--- src/rtl/share_pkg.sv ---
// ============================================================================
// Module : share_pkg
// Brief  : Shared defaults, entry layout and pointer sizing for share_queue.
// Rev    : 1.0 - initial release
// ============================================================================
`default_nettype none

package share_pkg;

    localparam int c_DEPTH   = 8;
    localparam int c_NONCE_W = 32;
    localparam int c_ID_W    = 8;

    typedef struct packed {
        logic [c_ID_W-1:0]    id;
        logic [c_NONCE_W-1:0] nonce;
    } share_entry_t;

    // One extra MSB distinguishes full from empty when the low bits match.
    function automatic int ptr_w(input int depth);
        return $clog2(depth) + 1;
    endfunction

endpackage

`default_nettype wire

--- src/rtl/share_ram.sv ---
// ============================================================================
// Module : share_ram
// Brief  : DEPTH x WIDTH register array, one write port, one async read port.
// Rev    : 1.0 - initial release
// ============================================================================
`default_nettype none

module share_ram
    import share_pkg::*;
#(
    parameter int DEPTH = c_DEPTH,
    parameter int WIDTH = c_ID_W + c_NONCE_W
) (
    input  logic                     clk,
    input  logic                     wr_en,
    input  logic [$clog2(DEPTH)-1:0] wr_addr,
    input  logic [WIDTH-1:0]         wr_data,
    input  logic [$clog2(DEPTH)-1:0] rd_addr,
    output logic [WIDTH-1:0]         rd_data
);

    logic [WIDTH-1:0] r_mem [DEPTH];

    // Storage carries no reset; validity is tracked by the queue pointers.
    always_ff @(posedge clk) begin
        if (wr_en) begin
            r_mem[wr_addr] <= wr_data;
        end
    end

    assign rd_data = r_mem[rd_addr];

endmodule

`default_nettype wire

--- src/rtl/share_queue.sv ---
// ============================================================================
// Module : share_queue
// Brief  : Captures winning nonces with their work ID into a show-ahead FIFO
//          and keeps result, hit and drop counters.
// Rev    : 1.0 - initial release
// ============================================================================
`default_nettype none

module share_queue
    import share_pkg::*;
#(
    parameter int DEPTH   = c_DEPTH,
    parameter int NONCE_W = c_NONCE_W,
    parameter int ID_W    = c_ID_W
) (
    input  logic                     clk,
    input  logic                     rst,
    input  logic                     res_valid,
    input  logic                     res_hit,
    input  logic [NONCE_W-1:0]       res_nonce,
    input  logic [ID_W-1:0]          work_id,
    input  logic                     flush,
    output logic                     out_valid,
    input  logic                     out_ready,
    output logic [NONCE_W-1:0]       out_nonce,
    output logic [ID_W-1:0]          out_id,
    output logic [$clog2(DEPTH):0]   level,
    output logic [47:0]              res_count,
    output logic [31:0]              hit_count,
    output logic [15:0]              drop_count
);

    localparam int c_PW = ptr_w(DEPTH);
    localparam int c_AW = c_PW - 1;
    localparam int c_EW = ID_W + NONCE_W;

    logic [c_PW-1:0] r_wr_ptr;
    logic [c_PW-1:0] r_rd_ptr;
    logic [47:0]     r_res_count;
    logic [31:0]     r_hit_count;
    logic [15:0]     r_drop_count;

    logic            w_empty;
    logic            w_full;
    logic            w_push_req;
    logic            w_pop;
    logic            w_push;
    logic            w_drop;
    logic [c_EW-1:0] w_rd_data;

    assign w_empty = (r_wr_ptr == r_rd_ptr);
    assign w_full  = (r_wr_ptr[c_AW] != r_rd_ptr[c_AW]) &&
                     (r_wr_ptr[c_AW-1:0] == r_rd_ptr[c_AW-1:0]);

    assign w_push_req = res_valid & res_hit;
    assign w_pop      = ~w_empty & out_ready & ~flush;
    // A full queue still accepts when the head leaves in the same cycle.
    assign w_push     = w_push_req & ~flush & (~w_full | w_pop);
    assign w_drop     = w_push_req & ~flush & w_full & ~w_pop;

    share_ram #(
        .DEPTH (DEPTH),
        .WIDTH (c_EW)
    ) u_ram (
        .clk     (clk),
        .wr_en   (w_push),
        .wr_addr (r_wr_ptr[c_AW-1:0]),
        .wr_data ({work_id, res_nonce}),
        .rd_addr (r_rd_ptr[c_AW-1:0]),
        .rd_data (w_rd_data)
    );

    always_ff @(posedge clk or posedge rst) begin
        if (rst) begin
            r_wr_ptr <= '0;
            r_rd_ptr <= '0;
        end else if (flush) begin
            r_wr_ptr <= '0;
            r_rd_ptr <= '0;
        end else begin
            if (w_push) begin
                r_wr_ptr <= r_wr_ptr + 1'b1;
            end
            if (w_pop) begin
                r_rd_ptr <= r_rd_ptr + 1'b1;
            end
        end
    end

    always_ff @(posedge clk or posedge rst) begin
        if (rst) begin
            r_res_count  <= '0;
            r_hit_count  <= '0;
            r_drop_count <= '0;
        end else begin
            if (res_valid) begin
                r_res_count <= r_res_count + 48'd1;
            end
            if (w_push_req) begin
                r_hit_count <= r_hit_count + 32'd1;
            end
            if (w_drop && (r_drop_count != 16'hFFFF)) begin
                r_drop_count <= r_drop_count + 16'd1;
            end
        end
    end

    // Head data is forced to zero while empty so reset clears every output.
    assign out_valid  = ~w_empty;
    assign out_nonce  = w_empty ? '0 : w_rd_data[NONCE_W-1:0];
    assign out_id     = w_empty ? '0 : w_rd_data[c_EW-1:NONCE_W];
    assign level      = r_wr_ptr - r_rd_ptr;
    assign res_count  = r_res_count;
    assign hit_count  = r_hit_count;
    assign drop_count = r_drop_count;

endmodule

`default_nettype wire

--- config.mk ---
export PLATFORM = sky130hd
export DESIGN_NAME = share_queue
export DESIGN_NICKNAME = d
export VERILOG_FILES = /design/src/rtl/share_pkg.sv /design/src/rtl/share_ram.sv /design/src/rtl/share_queue.sv
export SDC_FILE = /design/constraint.sdc
export NUM_CORES = 1
export LEC_CHECK = 0
export BUFFER_PORTS_ARGS = -buffer_cell sky130_fd_sc_hd__buf_2
export CAP_MARGIN = 20
export CORE_MARGIN = 2
export CORE_UTILIZATION = 52
export CTS_BUF_LIST = sky130_fd_sc_hd__clkbuf_8
export DETAILED_ROUTE_END_ITERATION = 8
export GPL_TIMING_DRIVEN = 0
export HOLD_SLACK_MARGIN = 0.08
export MAX_ROUTING_LAYER = met4
export PLACE_DENSITY_LB_ADDON = 0.05
export SETUP_SLACK_MARGIN = 0.3
export SLEW_MARGIN = 20
export SYNTH_ARGS = -nofsm -noshare
export SYNTH_HDL_FRONTEND = slang
export SYNTH_SLANG_ARGS = --single-unit
--- constraint.sdc ---
create_clock -name clk -period 7.7 [get_ports clk]
set_clock_uncertainty 0.05 [all_clocks]
set_input_delay 0.77 -clock clk [delete_from_list [all_inputs] [get_ports clk]]
set_output_delay 0.77 -clock clk [all_outputs]
set_load 0.02 [all_outputs]
# == Word level (Yosys, flattened, before mapping) ==
# Memories as Yosys holds them, arrays and structs flattened.
# Cells that the tools add are included.
# totals
register_bits,104
mem_bits_rw,320
in_bits,46
out_inout_bits,141
wordCells,40
mem_count,1
# memory_table
name,depth,width,rd,rd_clocked_by_memory_dff,write_ports,line_no,text
u_ram.r_mem,8,40,1,0,1,share_ram.sv:22,logic [WIDTH-1:0] r_mem [DEPTH];
# classes
add_sub_neg,6
n_eq_ne,4
mux,8
bitwise_logic,12
n_reduce_logical,4
# op_table
cell,n
"adder 48 x 1 -> 48 bit, second input constant",1
"adder 32 x 1 -> 32 bit, second input constant",1
two-way mux 32 bit,1
"adder 16 x 1 -> 16 bit, second input constant",1
two-way mux 4 bit,4
"!= test 16 bit, second input constant",1
"adder 4 x 1 -> 4 bit, second input constant",2
two-way mux 8 bit,1
bitwise AND 1 bit,7
== test 4 bit,1
inverter 1 bit,4
nonzero test 2 bit,2
subtractor 4 bit,1
== test 3 bit,1
logical AND 1 bit,2
two-way mux 1 bit,2
!= test 1 bit,1
bitwise OR 1 bit,1

# == Longest topological paths before layout ==
# depth
depth_word,8
depth_mapped,10

# == Modules after synthesis ==
# Synthesis repeated with hierarchy kept, for this count alone.
# unflattened
hier_cells,959
hier_area_um2,17614.4
# modules_own_cells
module,instances,cells_per_inst,area_each_um2
share_ram,1,475,12370.6
share_queue,1,484,5243.8

# == Worst setup path before layout ==
# Ideal clock, no wire load.
# synth_timing
path_type,register to register
from,register r_rd_ptr[1]
to,"memory u_ram.r_mem[0][0] (netlist name), enable pin"
t_arrival_ns,4.496
required_time_ns,7.163
path_slack_ns,2.667
path_stages_with_launch,8
n_path_buf,2
period_less_slack_ns,5.033
path_cell_list,dfrtp_1 clkbuf_1 clkbuf_1 inv_1 ha_1 nand3_1 o311ai_0 nor3_1
# synth_via
elab_chain_len,8
word_cells_on_any_way,11
# synth_lines
item,line_no,text
"start, declared",share_queue.sv:38,logic [c_PW-1:0] r_rd_ptr;
"start signal, assigned",share_queue.sv:85,r_rd_ptr <= r_rd_ptr + 1'b1;
== test 4 bit,share_queue.sv:51,assign w_empty = (r_wr_ptr == r_rd_ptr);
inverter 1 bit,share_queue.sv:56,assign w_pop = ~w_empty & out_ready & ~flush;
bitwise AND 1 bit (2 in series),share_queue.sv:56,
bitwise OR 1 bit *,share_queue.sv:58,assign w_push = w_push_req & ~flush & (~w_full | w_pop);
bitwise AND 1 bit *,share_queue.sv:58,
two-way mux 1 bit *,share_ram.sv:26,if (wr_en) begin
two-way mux 1 bit (implied by the code) *,share_ram.sv:27,r_mem[wr_addr] <= wr_data;
"end, declared",share_ram.sv:22,
# Every way passes the cells marked *; elsewhere a longest branch is shown, timed or not.

# == Worst setup path in the final report ==
# layout_timing
from,register r_rd_ptr[1]
to,output port out_nonce[11]
# layout_via
elab_chain_len,2
word_cells_on_any_way,3
# layout_lines
item,line_no,text
memory read (8 x 40 bit) / == test 4 bit (equally long branches),-,
two-way mux 32 bit *,share_queue.sv:110,assign out_nonce = w_empty ? '0 : w_rd_data[NONCE_W-1:0];
"end, declared",share_queue.sv:25,"output logic [NONCE_W-1:0] out_nonce,"
# Marks and branches as above.

==> reports/results.ini <==
[run_status]
status = complete, no violations

[global_routing]
grt_pass1_vias = 9803
grt_start_max_net_pins = 63
grt-ovfl-total = 0
antenna_found_initial = 8
grt_pass1_wl_um = 56400
grt_usage = 0.228

[clocking]
clk_pin_slew_ps = 60
post-cts-setup-buffers = 0
htree_num_levels = 3
cts_buffer_depth = 3
cts_tree = done
cts_sinks = 424
hold_buffers = 0
cts_resized = 0
cts_buffers = 71
clkLatencyLatePin_ps = 610
cts-root-buf = clkbuf_8

[layout]
area_delta_synth_final_pct = 19.7
layout-drive-gt1-share = 0.321
final_util = 0.628
fin_nets = 1324
n_fill_cell = 2424

[synthesis]
yosysTopAreaCellShare = 0.567
synthXorXnorAreaFrac = 0.0517
ys_types = 46
muxShareOfSynthArea = 0.109
seq_area_frac_synth = 0.721
ys_ff_latch = 424
avgSynthCellArea_um2 = 17.2
synthArstFlopShare = 0.245
synth_edf_count = 320
yosysWarnings = 0
synth_flop_cell = edfxtp_1
ys_top_cells_by_area = edfxtp_1 57%, dfrtp_1 15%, mux4_2 11%, xnor2_1 4.2%, nand2_1 2.7%
syn-cell-area_um2 = 16900
synthCells = 986
synth_fp_nets = 1041
synth_compound_area_frac = 0.0168
synth_area_leader_cell = edfxtp_1
synthAdderAreaFrac = 0.00709
synth-simple-area-share = 0.0812
synth_top_family_by_area = multiplexers

[sta]
layout_min_cycle_time_ps = 4890
setup_violations = 0
hold_violations = 0
fin_crit_sh = 0.636
relSlewSlack = 0.394
tightest_slew_ps = 898
rsz0062_at_grt = no
fin_hold_ws_ps = 206
final_max_slew_viol_count = 0
max_freq_ghz = 0.204

[pwr]
clockPowerShare = 0.369
ir_drop_uv = 204
p_switching_mw = 1.37
switching_share = 0.266
p_leak_nw = 7.73
seqPwrFrac = 0.499
p_comb_frac = 0.132
power.density_nw_per_um2 = 253
fin_total_pwr_mw = 5.14
intPower_mw = 3.77

[floorplan]
placeableCoreArea_um2 = 32300
ios = 187
fp.dieW_um = 185
rows = 66
start_util = 0.525
die_h_um = 185
die_area_um2 = 34100

[routing]
drc = 0
routed_wl_um = 36600
antenna_left = 0
drt_iter0_drc = 562
dr_total_vias = 9608
firstDrtPassIters = 5
vias_per_cell = 5.42
wl_per_cell_um = 20.6

[critical_path]
critPathCapture = out_nonce[11]
cp.arrival_ps = 4070
startpoint = r_rd_ptr[1]
path_class = flip-flop to primary output
worstPathRequired_ps = 6880
reg2reg_to = u_ram.r_mem[0][20]
endpoint_kind = primary output
r2r_start = r_rd_ptr[1]
startpoint_type = flip-flop
path_max_fanout = 10
rr_worst_depth = 10
r2r_slack_ps = 3690

[place]
port_buffers = 185
hpwl_um = 23400
place.gp.congestion = 0.734

[run]
drv_cap = 0

[min_path]
hold_class = primary input to asynchronous set/reset pin

## per-stage QoR
stage,std cells,TNS [ps],worst slack (ps),area (um2)
after floorplan,986,0,2670,16900
after global placement,1613,-71000,-907,18400
after detailed placement,1638,0,3310,18900
after CTS,1765,0,2660,20200
after global routing,1773,0,2550,20300
final,1773,0,2810,20300
## cell type report
type	instances	area [um2]	area share
diodes	8	20.0	0.000987
plain buffers	39	170	0.00839
clock buffers	73	1000	0.0495
clock inverters	54	352	0.0173
inverters	14	57.6	0.00284
multi-input cells	509	4580	0.226
flip-flops and latches	424	12200	0.602
well taps	442	553	0.0273
repair buffers	210	1330	0.0655
## placed cells by master, fill, tap and decap left out, drive strengths merged, types with 8 or more instances in the layout
cell type / netlist / final
inv: 13 / 37
ha: 8 / 8
and4: 14 / 14
nand3: 33 / 33
nor2: 24 / 24
and3: 11 / 11
nand4: 29 / 29
xor2: 18 / 18
mux4: 80 / 80
diode: 0 / 8
clkbuf: 22 / 95
xnor2: 82 / 82
edfxtp: 320 / 320
dfrtp: 104 / 104
nand2: 122 / 122
a21oi: 43 / 43
clkinv: 1 / 28
buf: 17 / 227
## layer usage
| metal | part of all wire | vias to the layer above | track usage | routed length (um) |
|---|---|---|---|---|
| met2 | 0.47 | 325 | 0.348 | 17300 |
| met1 | 0.43 | 4825 | 0.305 | 15900 |
| met3 | 0.069 | 82 | 0.0516 | 2510 |
| li1 | - | 4376 | - | - |
| met5 | 0 | - | - | 0 |
| met4 | 0.024 | 0 | 0.0832 | 868 |
## sequential cells by signal, indices dropped and copies added (netlist names)
register and count:
u_ram.r_mem 320, res_count 48, hit_count 32, drop_count 16, r_rd_ptr 4, r_wr_ptr 4
## cells by family after synthesis
| group | Yosys count |
|---|---|
| flops | 424 |
| simple gates | 265 |
| xor+xnor | 100 |
| mux | 85 |
| buf+inv | 53 |
| compound gates | 50 |
| fa+ha+maj | 9 |
## cells in the mapped netlist (all sizes together) (3+ instances only)
cell    instances
a21oi          43
and2            5
and3           11
and4           14
buf            17
clkbuf         22
dfrtp         104
edfxtp        320
ha              8
inv            13
mux2            3
mux4           80
nand2         122
nand2b          3
nand3          33
nand4          29
nor2           24
nor3            7
nor4            7
o311ai          3
or2             3
xnor2          82
xor2           18
## worst min path at each step
stage / startpoint / end / slack (ps) / cells past startpoint
detailed placement: res_count[47] / res_count[47] / 410 / 1
floorplan: r_wr_ptr[3] / r_wr_ptr[3] / 420 / 1
global placement: hit_count[31] / hit_count[31] / 410 / 1
finish: rst / r_rd_ptr[2] / 210 / 2
global route: rst / r_rd_ptr[2] / 230 / 2
CTS: rst / r_rd_ptr[2] / 180 / 2
## power by group through the flow
stage	Combinational [mW]	Sequential, mW	Clock [mW]
detailed placement	0.687	2.61	0
finish	0.676	2.57	1.90
floorplan	0.404	2.65	0
CTS	0.689	2.57	1.94
global route	0.738	2.57	2.04
global placement	0.677	2.61	0
## critical path, cell delays in order, from the launching register on
cell and delay (ps):
dfrtp_1 460, clkbuf_1 490, clkbuf_1 600, inv_1 110, ha_1 340, and4_1 190
clkbuf_1 320, clkbuf_1 580, a21oi_1 180, buf_2 210
Note: power is estimated with default switching activity, not from simulation.
